$ cat src/rtl/stopwatch_ctrl_pkg.sv
// Shared definitions for the stopwatch controller: state encoding seen on oState,
// default timing parameters and a counter-width helper.
package stopwatch_ctrl_pkg;

  typedef enum logic [1:0] {
    ST_IDLE  = 2'd0,
    ST_RUN   = 2'd1,
    ST_PAUSE = 2'd2,
    ST_LAP   = 2'd3
  } state_t;

  localparam int TICK_DIV_DEF = 500_000;  // 10 ms at 50 MHz
  localparam int DEB_CYC_DEF  = 500_000;

  function automatic int cnt_width(input int n);
    return (n > 1) ? $clog2(n) : 1;
  endfunction

endpackage

$ cat src/rtl/stopwatch_ctrl_btn_debounce.sv
// One pushbutton path: 2-FF synchroniser, stability counter, and a one-cycle
// registered pulse on the accepted press (1->0) edge. Releases produce nothing.
module btn_debounce
  import stopwatch_ctrl_pkg::*;
#(
  parameter int DEB_CYC = DEB_CYC_DEF
) (
  input  logic Clk,
  input  logic Rst,
  input  logic iBtn_n,
  output logic oPress
);

  localparam int            CW    = cnt_width(DEB_CYC);
  localparam logic [CW-1:0] LP_TC = CW'(DEB_CYC - 1);
  localparam logic [CW-1:0] LP_ONE = CW'(1);

  logic          r_sync1;
  logic          r_sync2;
  logic          r_deb;
  logic          r_deb_d;
  logic          r_press;
  logic [CW-1:0] r_cnt;

  always_ff @(posedge Clk or negedge Rst) begin
    if (!Rst) begin
      r_sync1 <= 1'b1;
      r_sync2 <= 1'b1;
      r_deb   <= 1'b1;
      r_deb_d <= 1'b1;
      r_press <= 1'b0;
      r_cnt   <= '0;
    end else begin
      r_sync1 <= iBtn_n;
      r_sync2 <= r_sync1;
      // any return to the accepted level restarts the stability window
      if (r_sync2 == r_deb) begin
        r_cnt <= '0;
      end else if (r_cnt == LP_TC) begin
        r_cnt <= '0;
        r_deb <= r_sync2;
      end else begin
        r_cnt <= r_cnt + LP_ONE;
      end
      r_deb_d <= r_deb;
      r_press <= r_deb_d & ~r_deb;
    end
  end

  assign oPress = r_press;

endmodule

$ cat src/rtl/stopwatch_ctrl.sv
// Stopwatch control sequencer: debounced buttons drive the run/pause/lap/clear FSM,
// a 10 ms prescaler issues count-enable ticks to the time-counter datapath.
//
//   state    | meaning
//   ---------+-------------------------------------------------------
//   ST_IDLE  | stopped at zero, prescaler held at 0
//   ST_RUN   | counting, display live
//   ST_PAUSE | counting halted, prescaler phase retained
//   ST_LAP   | counting continues, display frozen on lap value
module stopwatch_ctrl
  import stopwatch_ctrl_pkg::*;
#(
  parameter int TICK_DIV = TICK_DIV_DEF,
  parameter int DEB_CYC  = DEB_CYC_DEF
) (
  input  logic       Clk,
  input  logic       Rst,
  input  logic       fStart,
  input  logic       fStop,
  output logic       oCntEn,
  output logic       oCntClr,
  output logic       oFreeze,
  output logic [1:0] oState
);

  localparam int            PW      = cnt_width(TICK_DIV);
  localparam logic [PW-1:0] LP_WRAP = PW'(TICK_DIV - 1);
  localparam logic [PW-1:0] LP_ONE  = PW'(1);

  logic          w_start;
  logic          w_stop;
  logic          w_running;
  logic          w_wrap;
  logic          w_clr_nxt;
  state_t        w_state_nxt;
  state_t        r_state;
  logic [PW-1:0] r_presc;
  logic          r_cnt_en;
  logic          r_cnt_clr;
  logic          r_freeze;

  btn_debounce #(.DEB_CYC(DEB_CYC)) u_deb_start (
    .Clk    (Clk),
    .Rst    (Rst),
    .iBtn_n (fStart),
    .oPress (w_start)
  );

  btn_debounce #(.DEB_CYC(DEB_CYC)) u_deb_stop (
    .Clk    (Clk),
    .Rst    (Rst),
    .iBtn_n (fStop),
    .oPress (w_stop)
  );

  assign w_running = (r_state == ST_RUN) || (r_state == ST_LAP);
  assign w_wrap    = w_running && (r_presc == LP_WRAP);

  // stop has priority; a start arriving in the same cycle is dropped
  always_comb begin
    w_state_nxt = r_state;
    w_clr_nxt   = 1'b0;
    case (r_state)
      ST_IDLE: begin
        if (!w_stop && w_start) w_state_nxt = ST_RUN;
      end
      ST_RUN: begin
        if (w_stop)       w_state_nxt = ST_LAP;
        else if (w_start) w_state_nxt = ST_PAUSE;
      end
      ST_PAUSE: begin
        if (w_stop) begin
          w_state_nxt = ST_IDLE;
          w_clr_nxt   = 1'b1;
        end else if (w_start) begin
          w_state_nxt = ST_RUN;
        end
      end
      ST_LAP: begin
        if (w_stop)       w_state_nxt = ST_RUN;
        else if (w_start) w_state_nxt = ST_PAUSE;
      end
      default: w_state_nxt = ST_IDLE;
    endcase
  end

  always_ff @(posedge Clk or negedge Rst) begin
    if (!Rst) begin
      r_state   <= ST_IDLE;
      r_presc   <= '0;
      r_cnt_en  <= 1'b0;
      r_cnt_clr <= 1'b0;
      r_freeze  <= 1'b0;
    end else begin
      r_state <= w_state_nxt;
      // PAUSE falls through both branches, so the phase is kept for resume
      if (r_state == ST_IDLE) begin
        r_presc <= '0;
      end else if (w_running) begin
        r_presc <= w_wrap ? '0 : (r_presc + LP_ONE);
      end
      r_cnt_en  <= w_wrap;
      r_cnt_clr <= w_clr_nxt;
      r_freeze  <= (w_state_nxt == ST_LAP);
    end
  end

  assign oCntEn  = r_cnt_en;
  assign oCntClr = r_cnt_clr;
  assign oFreeze = r_freeze;
  assign oState  = r_state;

endmodule

$ cat config.mk
export PLATFORM = sky130hd
export DESIGN_NAME = stopwatch_ctrl
export DESIGN_NICKNAME = d
export VERILOG_FILES = /design/src/rtl/stopwatch_ctrl_pkg.sv /design/src/rtl/stopwatch_ctrl_btn_debounce.sv /design/src/rtl/stopwatch_ctrl.sv
export SDC_FILE = /design/constraint.sdc
export NUM_CORES = 1
export LEC_CHECK = 0
export ABC_AREA = 1
export BUFFER_PORTS_ARGS = -buffer_cell sky130_fd_sc_hd__clkbuf_2
export CAP_MARGIN = 20
export CORE_MARGIN = 3
export CORE_UTILIZATION = 50
export DETAILED_ROUTE_END_ITERATION = 7
export HOLD_SLACK_MARGIN = 0.03
export PLACE_DENSITY = 0.73
export SETUP_SLACK_MARGIN = 0.2
export SYNTH_ARGS = -nofsm -noshare
export SYNTH_HDL_FRONTEND = slang
export SYNTH_SLANG_ARGS = --single-unit
$ cat constraint.sdc
create_clock -name Clk -period 1.3 [get_ports Clk]
set_input_delay 0.065 -clock Clk [delete_from_list [all_inputs] [get_ports Clk]]
set_output_delay 0.065 -clock Clk [all_outputs]
set_load 0.1 [all_outputs]
==> results.toml <==
[global_route]
grt_max_degree = 43
first_global_vias = 4072
wire_length_of_the_first_global_routing_pass_um = 18420
gr-usage-all-layers = 0.2580
global_route.overflow_total = 0
antenna_found_initial = 0

[yosys]
synthFlopType = "dfrtp_1"
yosys.cell_types.count = 34
mappedNetlistNets = 554
ys.warnings.count = 0
synth_seq_area_share = 0.4450
async_reset_ff_frac = 1.000
netlist.area_leader.share = 0.3934
synth_cells = 547
biggest_area_consumer_among_synthesized_cells = "dfrtp_1"
synth_top_cells_by_count = "nand2_1, nor2_1, inv_1"
netlist_top_cells_area = "dfrtp_1, nand2_1, nor2_1"
synth_seq_cells = 72
syn-mean-instance-area_sq_um = 7.443
synthMostInstantiatedCell = "nand2_1"
netlist_area_sq_mm = 0.004071
synth_enable_flop_cells = 0

[final_layout]
synthToLayoutAreaGrowth_pct = 48.37
insertedDiodeCount = 0
ratio_of_cells_with_drive_above_1_in_the_final_layout = 0.4065
total_of_fill_cells_in_the_finished_design = 473
final_area_sq_mm = 0.006041
layout.core_utilization = 0.7737
number_of_nets_in_the_finished_design = 676

[clocking]
h_tree_levels = 3
numCtsBuffers = 9
clk_pin_slew_ns = 0.08
cts_tree = "built"
clock_latency_ns = 0.35
maximum_clock_path_buffer_count = 2
root_cell_of_the_clock_tree = "clkbuf_8"
cts_num_sinks = 72

[sta]
fin_worst_hold_slack_ns = 0.09159
fmaxAchievable_mhz = 679.0
layout_worst_path_cycle_share = 1.133
finalWorstSetupSlack_ns = -0.1728
rsz_0062_raised_after_global_routing = "yes"
max-slew-margin-rel = 0.7344
clock-skew-final_ns = 0.01247
maxSlewViolCount = 0
tightestPinTransition_ns = 0.3953
final_critical_path_required_period_ns = 1.473
final_setup_vio_count = 55
hold_viol_final = 0

[setup_path]
critical_path_peak_fanout = 4
r2r-start = "u_deb_stop.r_cnt[0]"
timing.critical_path.cells = "buf_4 > buf_6 > nand3_4 > nor3_4 > buf_4 > xor2_1 > nor2_1"
worstRegToRegCells = 7
worstSetupEndpointType = "register"
timing.reg2reg.setup_slack_ns = -0.17
setup.worst_path.start_class = "register"
crit_top_cell = "buf_4"
setup.worst_path.class = "register to register"
worstPathArrival_ns = 1.71
required_ns = 1.53
crit_path_max_incr_delay_ns = 0.40
crit_slowest_cell = "dfrtp_1"
r2r-end = "u_deb_stop.r_cnt[7]"

[detailed_routing]
vias_per_cell = 5.530
routed_wl_um = 12450
route.vias.total = 4291
drt-initial-drc-count = 309
route.antenna.remaining_nets = 0
routedWlPerCell_um = 16.05
drc = 0
detail_route.first_pass.iterations = 5

[floorplanning]
die_y_um = 96.24
rows = 32
floorplan.die.width_um = 96.24
dieArea_sq_mm = 0.009261
core_area_sq_mm = 0.007807
starting_density_of_the_core = 0.5215
floorplan.io_pins = 9

[pwr]
cellLeakagePower_uw = 0.002755
power-per-cell-area_mw_per_mm2 = 723.0
irDropWorstVdd_mv = 0.6428

[placed_design]
placement.cell_area_sq_mm = 0.004867
hpwl_um = 7209
routability_driven_placement_congestion_ratio = 0.9301
dp_worst_setup_slack_ns = -0.2133
buffer_ports.inserted = 8

[hold_path]
hold_path_class = "input port to async pin"

[run_status]
run_status = "finished with violations"
violations_in_the_final_reports = "setup timing"

[job]
cap_viol_max_count = 0
[worst max-delay path, delay by kind of cell, from the launching register on]
kind | cells | cell delay [ns]
buffers and inverters | 3 | 0.39
xor gates and xnor gates | 1 | 0.18
DFF | 1 | 0.40
and+or+nand+nor | 3 | 0.38
[state kept, by name, summed over array words and instances (netlist names)]
signal and count:
r_presc 19, u_deb_start.r_cnt 19, u_deb_stop.r_cnt 19, oState 2, oCntClr 1, oCntEn 1, oFreeze 1, u_deb_start.oPress 1
u_deb_start.r_deb 1, u_deb_start.r_deb_d 1, u_deb_start.r_sync1 1, u_deb_start.r_sync2 1, u_deb_stop.oPress 1, u_deb_stop.r_deb 1, u_deb_stop.r_deb_d 1, u_deb_stop.r_sync1 1
u_deb_stop.r_sync2 1
[cells in the final DEF, fill, tap and decap left out, drive strengths merged, types with 7 or more instances in the layout]
cell type,instances
a21oi,7
buf,111
clkbuf,14
dfrtp,64
dfstp,8
inv,66
nand2,141
nand3,62
nand4,9
nor2,121
nor3,9
o21ai,17
xor2,20
[routing by layer]
layer  wire length [um]  share of wire  track usage
met1               4899           0.39       0.3266
met2               6174           0.50       0.4221
met4                543          0.044       0.1232
met5                  0              0            0
met3                837          0.067      0.04926
[repair_timing]
item | in CTS | in global routing
hold endpoints to repair | 66 | 0
gates cloned | 1 | 1
gates resized for setup | 87 | 78
setup endpoints to repair | 67 | 67
hold buffers | 3 | 0
pin swaps | 22 | 41
setup buffers | 23 | 14
[cells by family (layout without fill, tap and decap cells)]
family,count (synthesis),in the layout,synth area share
compound gates,29,29,0.03965
xor+xnor,23,23,0.04948
fa+ha+maj,3,3,0.009220
buf+inv,72,199,0.06884
flops,72,72,0.4450
simple gates,348,348,0.3878
[cell type report]
class	instances	area, sq um	share of cell area
clock buffers	11	141.4	0.02341
inverters	66	255.2	0.04225
repair buffers	117	1037	0.1717
flip-flops and latches	72	1828	0.3026
multi-input cells	403	2595	0.4296
well taps	102	127.6	0.02113
clock inverters	5	56.30	0.009321
[metrics by stage]
| step | cells | TNS (ns) | total power (uW) |
|---|---|---|---|
| after floorplan | 547 | -1.171 | 2394 |
| after global placement | 718 | -2.529 | 2485 |
| after detailed placement | 718 | -3.694 | 2494 |
| after CTS | 761 | -2.064 | 4331 |
| after global routing | 776 | -8.302 | 4521 |
| final | 776 | -4.718 | 4367 |
[where the power goes]
group | internal (uW) | switching [uW] | total, uW
Clock | 937 | 900 | 1840
Sequential | 2270 | 28.3 | 2290
Combinational | 103 | 134 | 236
Total | 3310 | 1060 | 4370
[worst max path at each step]
stage / from / end / slack, ns / depth (start not counted)
after global routing: u_deb_stop.r_cnt[0] / u_deb_stop.r_cnt[7] / -0.24 / 7
after detailed placement: r_presc[0] / r_presc[9] / -0.21 / 8
after floorplan: oState[0] / r_presc[13] / -0.11 / 8
final: u_deb_stop.r_cnt[0] / u_deb_stop.r_cnt[7] / -0.17 / 7
after global placement: r_presc[0] / r_presc[16] / -0.15 / 8
after CTS: r_presc[1] / r_presc[7] / -0.1 / 9
Note: power is estimated with default switching activity, not from simulation.
